File: src/rtl/fp_divider_seq.sv
// rtl/fp_divider_seq.sv - sequential IEEE-754 single-precision divider (restoring radix-2, RNE, flush-to-zero)
module fp_divider_seq (
    input  logic        CLK,
    input  logic        nRST,
    input  logic        start,
    input  logic [31:0] data1,
    input  logic [31:0] data2,
    output logic        busy,
    output logic        done,
    output logic [31:0] result,
    output logic        overflow,
    output logic        underflow,
    output logic        div_by_zero,
    output logic        invalid
);

    typedef enum logic [1:0] {IDLE, DIVIDE, ROUND, DONE} state_t;

    state_t      state, state_next;
    logic [24:0] rem;
    logic [23:0] divisor;
    logic [24:0] quo;
    logic [9:0]  exp_q;
    logic        sign_q;
    logic [4:0]  cnt;

    logic        sign_r;
    logic [7:0]  exp1, exp2;
    logic [22:0] man1, man2;
    logic        zero1, zero2, inf1, inf2, nan1, nan2;
    logic        special, spec_invalid, spec_dbz;
    logic [31:0] spec_result;
    logic        accept;

    assign exp1   = data1[30:23];
    assign exp2   = data2[30:23];
    assign man1   = data1[22:0];
    assign man2   = data2[22:0];
    assign sign_r = data1[31] ^ data2[31];
    // Subnormals count as zero; only exponent 255 distinguishes inf from NaN.
    assign zero1  = (exp1 == 8'd0);
    assign zero2  = (exp2 == 8'd0);
    assign inf1   = (exp1 == 8'hFF) && (man1 == 23'd0);
    assign inf2   = (exp2 == 8'hFF) && (man2 == 23'd0);
    assign nan1   = (exp1 == 8'hFF) && (man1 != 23'd0);
    assign nan2   = (exp2 == 8'hFF) && (man2 != 23'd0);
    assign accept = (state == IDLE) && start && !done;
    assign busy   = (state != IDLE);

    always_comb begin
        special      = 1'b1;
        spec_invalid = 1'b0;
        spec_dbz     = 1'b0;
        spec_result  = 32'h7FC0_0000;
        if (nan1 || nan2) begin
            spec_result = 32'h7FC0_0000;
        end else if ((zero1 && zero2) || (inf1 && inf2)) begin
            spec_invalid = 1'b1;
        end else if (inf1) begin
            spec_result = {sign_r, 8'hFF, 23'd0};
        end else if (zero2) begin
            spec_dbz    = 1'b1;
            spec_result = {sign_r, 8'hFF, 23'd0};
        end else if (zero1 || inf2) begin
            spec_result = {sign_r, 31'd0};
        end else begin
            special = 1'b0;
        end
    end

    // Normalised dividend lies in [mb, 2*mb), so the first quotient bit is always 1
    // and is resolved on the accepting edge; only the remaining 25 bits are stored.
    logic [23:0] ma, mb;
    logic        a_lt_b;
    logic [24:0] dividend;
    logic [9:0]  exp_init;
    logic [24:0] first_rem;

    assign ma        = {1'b1, man1};
    assign mb        = {1'b1, man2};
    assign a_lt_b    = (ma < mb);
    assign dividend  = a_lt_b ? {ma, 1'b0} : {1'b0, ma};
    assign exp_init  = 10'(exp1) - 10'(exp2) + 10'd127 - {9'd0, a_lt_b};
    assign first_rem = {24'(dividend - {1'b0, mb}), 1'b0};

    logic        step_ge;
    logic [23:0] step_sub;
    assign step_ge  = (rem >= {1'b0, divisor});
    assign step_sub = step_ge ? 24'(rem - {1'b0, divisor}) : rem[23:0];

    logic        rnd_inc;
    logic [23:0] frac_sum;
    logic [9:0]  exp_rnd;
    logic        rnd_ovf, rnd_unf;

    assign rnd_inc  = quo[1] & (quo[0] | (rem != 25'd0) | quo[2]);
    assign frac_sum = {1'b0, quo[24:2]} + {23'd0, rnd_inc};
    // A carry out of the fraction leaves frac_sum[22:0] at zero, so only the exponent moves.
    assign exp_rnd  = exp_q + {9'd0, frac_sum[23]};
    assign rnd_ovf  = $signed(exp_rnd) >= $signed(10'sd255);
    assign rnd_unf  = $signed(exp_rnd) <= $signed(10'sd0);

    always_comb begin
        state_next = state;
        case (state)
            IDLE:   if (accept) state_next = special ? DONE : DIVIDE;
            DIVIDE: if (cnt == 5'd24) state_next = ROUND;
            ROUND:  state_next = DONE;
            DONE:   state_next = IDLE;
            default: state_next = IDLE;
        endcase
    end

    always_ff @(posedge CLK or negedge nRST) begin
        if (!nRST) begin
            state       <= IDLE;
            rem         <= '0;
            divisor     <= '0;
            quo         <= '0;
            exp_q       <= '0;
            sign_q      <= 1'b0;
            cnt         <= '0;
            result      <= '0;
            overflow    <= 1'b0;
            underflow   <= 1'b0;
            div_by_zero <= 1'b0;
            invalid     <= 1'b0;
            done        <= 1'b0;
        end else begin
            state <= state_next;
            done  <= (state == DONE);
            case (state)
                IDLE: begin
                    if (accept) begin
                        overflow    <= 1'b0;
                        underflow   <= 1'b0;
                        div_by_zero <= spec_dbz & special;
                        invalid     <= spec_invalid & special;
                        sign_q      <= sign_r;
                        if (special) begin
                            result <= spec_result;
                        end else begin
                            rem     <= first_rem;
                            divisor <= mb;
                            quo     <= '0;
                            exp_q   <= exp_init;
                            cnt     <= '0;
                        end
                    end
                end
                DIVIDE: begin
                    rem <= {step_sub, 1'b0};
                    quo <= {quo[23:0], step_ge};
                    cnt <= cnt + 5'd1;
                end
                ROUND: begin
                    if (rnd_ovf) begin
                        result   <= {sign_q, 8'hFF, 23'd0};
                        overflow <= 1'b1;
                    end else if (rnd_unf) begin
                        result    <= {sign_q, 31'd0};
                        underflow <= 1'b1;
                    end else begin
                        result <= {sign_q, exp_rnd[7:0], frac_sum[22:0]};
                    end
                end
                default: ;
            endcase
        end
    end

endmodule

File: config.mk
export PLATFORM = sky130hd
export DESIGN_NAME = fp_divider_seq
export DESIGN_NICKNAME = d
export VERILOG_FILES = /design/src/rtl/fp_divider_seq.sv
export SDC_FILE = /design/constraint.sdc
export NUM_CORES = 1
export LEC_CHECK = 0
export CAP_MARGIN = 20
export CORE_ASPECT_RATIO = 1.75
export CORE_MARGIN = 2
export CORE_UTILIZATION = 50
export CTS_CLUSTER_SIZE = 14
export DETAILED_ROUTE_END_ITERATION = 7
export PLACE_DENSITY = 0.7
export SKIP_CTS_REPAIR_TIMING = 1
export SLEW_MARGIN = 40
export SYNTH_ARGS = -nofsm -noshare
export SYNTH_HDL_FRONTEND = slang
export SYNTH_SLANG_ARGS = --single-unit
File: constraint.sdc
create_clock -name CLK -period 4.1 [get_ports CLK]
set_input_delay 0.615 -clock CLK [delete_from_list [all_inputs] [get_ports CLK]]
set_output_delay 0.615 -clock CLK [all_outputs]
set_load 0.005 [all_outputs]
==> flow_metrics.tcl <==
set metrics [dict create \
    skew_ns 0.0102 \
    start_util_pct 50.9 \
    fin_crit_sh_pct 99.5 \
    multiInputGateArea_sq_mm 0.00715 \
    hp-class "in -> async" \
    dr.pass1.iters 5 \
    worst_slew_pin_slew_ns 0.835 \
    synth-compound-area-share_pct 19.2 \
    r2r-end "result[22]" \
    synth_cell_types 82 \
    grt-busiest-layer "met2" \
    h-tree-depth 4 \
    portBuffers 104 \
    cts_root_buf "clkbuf_16" \
    ios 105 \
    area_growth_pct 35.0 \
    wirelength_microns 29700 \
    crit_type "in -> reg" \
    clockBufferDepth 2 \
    num_vias 10100 \
    yosysWarnings 0 \
    num-nets-final 1670 \
    route.detailed.drc 0 \
    clk_latency_ns 0.42 \
    ys_seq_area_share_pct 31.0 \
    synth_top_family_by_area "simple AND/OR/NAND/NOR gates" \
    startpoint_type "input port" \
    detail-route-antenna-nets 0 \
    end_kind "flip-flop" \
    synthMuxAreaShare_pct 2.88 \
    fin_util_pct 68.8 \
    maxSlewHeadroom_pct 44.1 \
    path_max_fanout 4 \
    grtUsageMet2_pct 49.5 \
    syn-num-nets 1438 \
    ys_ff_latch 128 \
    post-route-cell-area_sq_mm 0.0140 \
    finalSetupViolCount 0 \
    synthCells 1273 \
    wl_per_cell_microns 16.8 \
    clk_pin_slew_ns 0.06 \
    die_h_microns 194 \
    rsz0062_at_grt "true" \
    synth-main-ff-cell "dfrtp_1" \
    grt_max_degree 67 \
    slew_violations 0 \
    antenna_found_initial 0 \
    fmax_mhz 245 \
    synth-simple-area-share_pct 23.1 \
    dpl_cell_area_sq_mm 0.0128 \
    num_antenna_cells 0 \
    reg2reg_setup_slack_ns 0.31 \
    clock-sinks 128 \
    grt_usage_pct 27.3 \
    place_congestion 0.962 \
    dp_cells 1725 \
    dp_hpwl_microns 23100 \
    cts_tree "done" \
    cap_violations 0 \
    synthXorXnorAreaFrac_pct 6.19 \
    r2r-start "quo[4]" \
    fp.coreArea_sq_mm 0.0203 \
    grt_pass1_vias 10200 \
    via_per_inst 5.72 \
    arrival_ns 4.36 \
    leakage_nw 6.68 \
    seq_area_sq_mm 0.00320 \
    synthArstFlopShare_pct 100 \
    met1_usage_pct 30.6 \
    grt_overflow 0 \
    syn_area_sq_mm 0.0103 \
    worst-r2r-cell-count 15 \
    dieArea_sq_mm 0.0219 \
    rows 69 \
    die_x_microns 113 \
    ir_worst_vdd_uv 460 \
    min_period_ns 4.08 \
    syn_avg_cell_area_sq_um 8.12 \
    drt_iter0_drc 663 \
    stdcell_count 1766 \
    p_per_area_mw_per_mm2 617 \
    crit_required_ns 4.38 \
    hold_viol_final 0 \
    synth-edff-count 0 \
    drive_gt1_share_pct 20.9 \
    grt_pass1_wl_microns 48800 \
    synth-adder-area-share_pct 12.2 \
    status "finished, final reports clean" \
    use_met3_pct 3.19 \
    fill_cells 1646 \
    cts_buffers 17 \
]
[Yosys cell counts (all sizes together) (5+ instances only)]
cell / number / area [sq um]
nand2: 246 / 923
dfrtp: 128 / 3200
ha: 94 / 1180
inv: 83 / 312
a21oi: 73 / 380
nor2: 68 / 258
o21ai: 68 / 344
nand3: 61 / 310
xnor2: 38 / 333
xor2: 35 / 307
o31ai: 29 / 218
buf: 28 / 164
a21o: 26 / 195
and3: 23 / 144
clkbuf: 23 / 86.3
nor3: 19 / 100
nor4: 19 / 125
nand4: 18 / 113
mux2i: 17 / 170
a31oi: 14 / 87.6
nor2b: 14 / 87.6
nand2b: 13 / 81.3
mux2: 11 / 128
and2: 10 / 62.6
o21bai: 9 / 71.3
or3: 9 / 56.3
a211oi: 7 / 62.6
o21a: 7 / 52.6
or4: 7 / 52.6
o211ai: 6 / 58.8
o22ai: 5 / 31.3
[layout by cell type, fill, tap and decap left out, types with 6 or more instances in the layout]
| cell type | count |
|---|---|
| mux2i_1 | 16 |
| o21ai_0 | 49 |
| clkbuf_2 | 8 |
| nor2_1 | 67 |
| inv_1 | 61 |
| nand2_1 | 241 |
| nand3_1 | 58 |
| ha_1 | 66 |
| o31ai_1 | 29 |
| nand2b_1 | 11 |
| dfrtp_1 | 128 |
| inv_2 | 18 |
| or3_1 | 9 |
| dlymetal6s2s_1 | 37 |
| and2_1 | 8 |
| xnor2_1 | 38 |
| nand4_1 | 18 |
| a31oi_1 | 11 |
| and3_1 | 21 |
| a21o_1 | 26 |
| o21a_1 | 7 |
| or4_1 | 6 |
| a21oi_2 | 7 |
| ha_4 | 25 |
| xor2_1 | 35 |
| nor2b_1 | 12 |
| o21ai_1 | 13 |
| o21bai_1 | 8 |
| clkdlybuf4s50_1 | 57 |
| nor4_1 | 18 |
| nor3_1 | 16 |
| clkbuf_16 | 17 |
| a21oi_1 | 64 |
| buf_4 | 155 |
[per-stage QoR]
stage	power (mW)	setup TNS [ns]	worst slack [ns]	hold slack, ns
2_1_floorplan	5.40	-0.177	-0.110	0.319
3_3_place_gp	6.75	-16.43	-0.862	0.429
3_5_place_dp	6.87	-18.05	-0.902	0.457
4_1_cts	8.48	-6.84	-0.467	0.157
5_1_grt	9.23	-0.231	-0.0856	0.180
6_report	8.60	0	0.0197	0.150
[layer usage]
metal / up-vias / share of wire, %
met1: 4756 / 38
li1: 4980 / -
met3: 71 / 3.6
met2: 287 / 53
met5: - / 0
met4: 0 / 5.0
[worst max path at each step]
stage / start / to / slack [ns] / depth (start not counted)
after floorplan: data2[6] / rem[16] / -0.11 / 22
after global placement: data2[6] / rem[23] / -0.86 / 21
after detailed placement: data2[6] / rem[16] / -0.90 / 21
after CTS: data2[6] / rem[23] / -0.47 / 21
after global routing: data2[15] / rem[16] / -0.09 / 19
final: data1[1] / rem[16] / 0.02 / 17
[flip-flops by register name (all words and copies together) (netlist names)]
register     count
sign_q           1
state            2
divisor         24
rem             24
quo             25
result          32
div_by_zero      1
underflow        1
done             1
invalid          1
exp_q           10
cnt              5
overflow         1
[worst max-delay path, stage by stage]
cell and delay (ns):
dlymetal6s2s_1 0.16, ha_4 0.23, a2111oi_4 0.35, o211ai_1 0.14
a311oi_2 0.32, and2_4 0.28, mux2i_2 0.27, inv_2 0.07
ha_4 0.23, nor2b_4 0.12, o31a_1 0.32, a31o_4 0.25
o211a_1 0.23, or2_1 0.25, a31oi_1 0.20, mux2i_1 0.21
a31oi_1 0.09
[layout make-up]
| type | count | area share, % |
|---|---|---|
| well taps | 248 | 2.22 |
| clock inverters | 13 | 1.17 |
| clock buffers | 19 | 3.17 |
| multi-input cells | 1011 | 51.3 |
| inverters | 83 | 2.41 |
| flip-flops and latches | 128 | 23.0 |
| repair buffers | 264 | 16.8 |
[kinds of logic (layout without fill, tap and decap cells)]
family                     count (synthesis)  after routing
and+or+nand+nor                          517            517
AOI/OAI and AO/OA                        295            295
buffers and inverters                    134            379
DFF                                      128            128
adders and majority gates                 98             98
xor gates and xnor gates                  73             73
muxes                                     28             28
[power breakdown]
| part | internal (mW) | switching, mW | leakage [nW] |
|---|---|---|---|
| sequential | 1.62 | 0.333 | 1.63 |
| combinational | 2.16 | 2.93 | 4.76 |
| clock | 0.973 | 0.585 | 0.289 |
No activity file was read; power rests on OpenSTA's default activity.
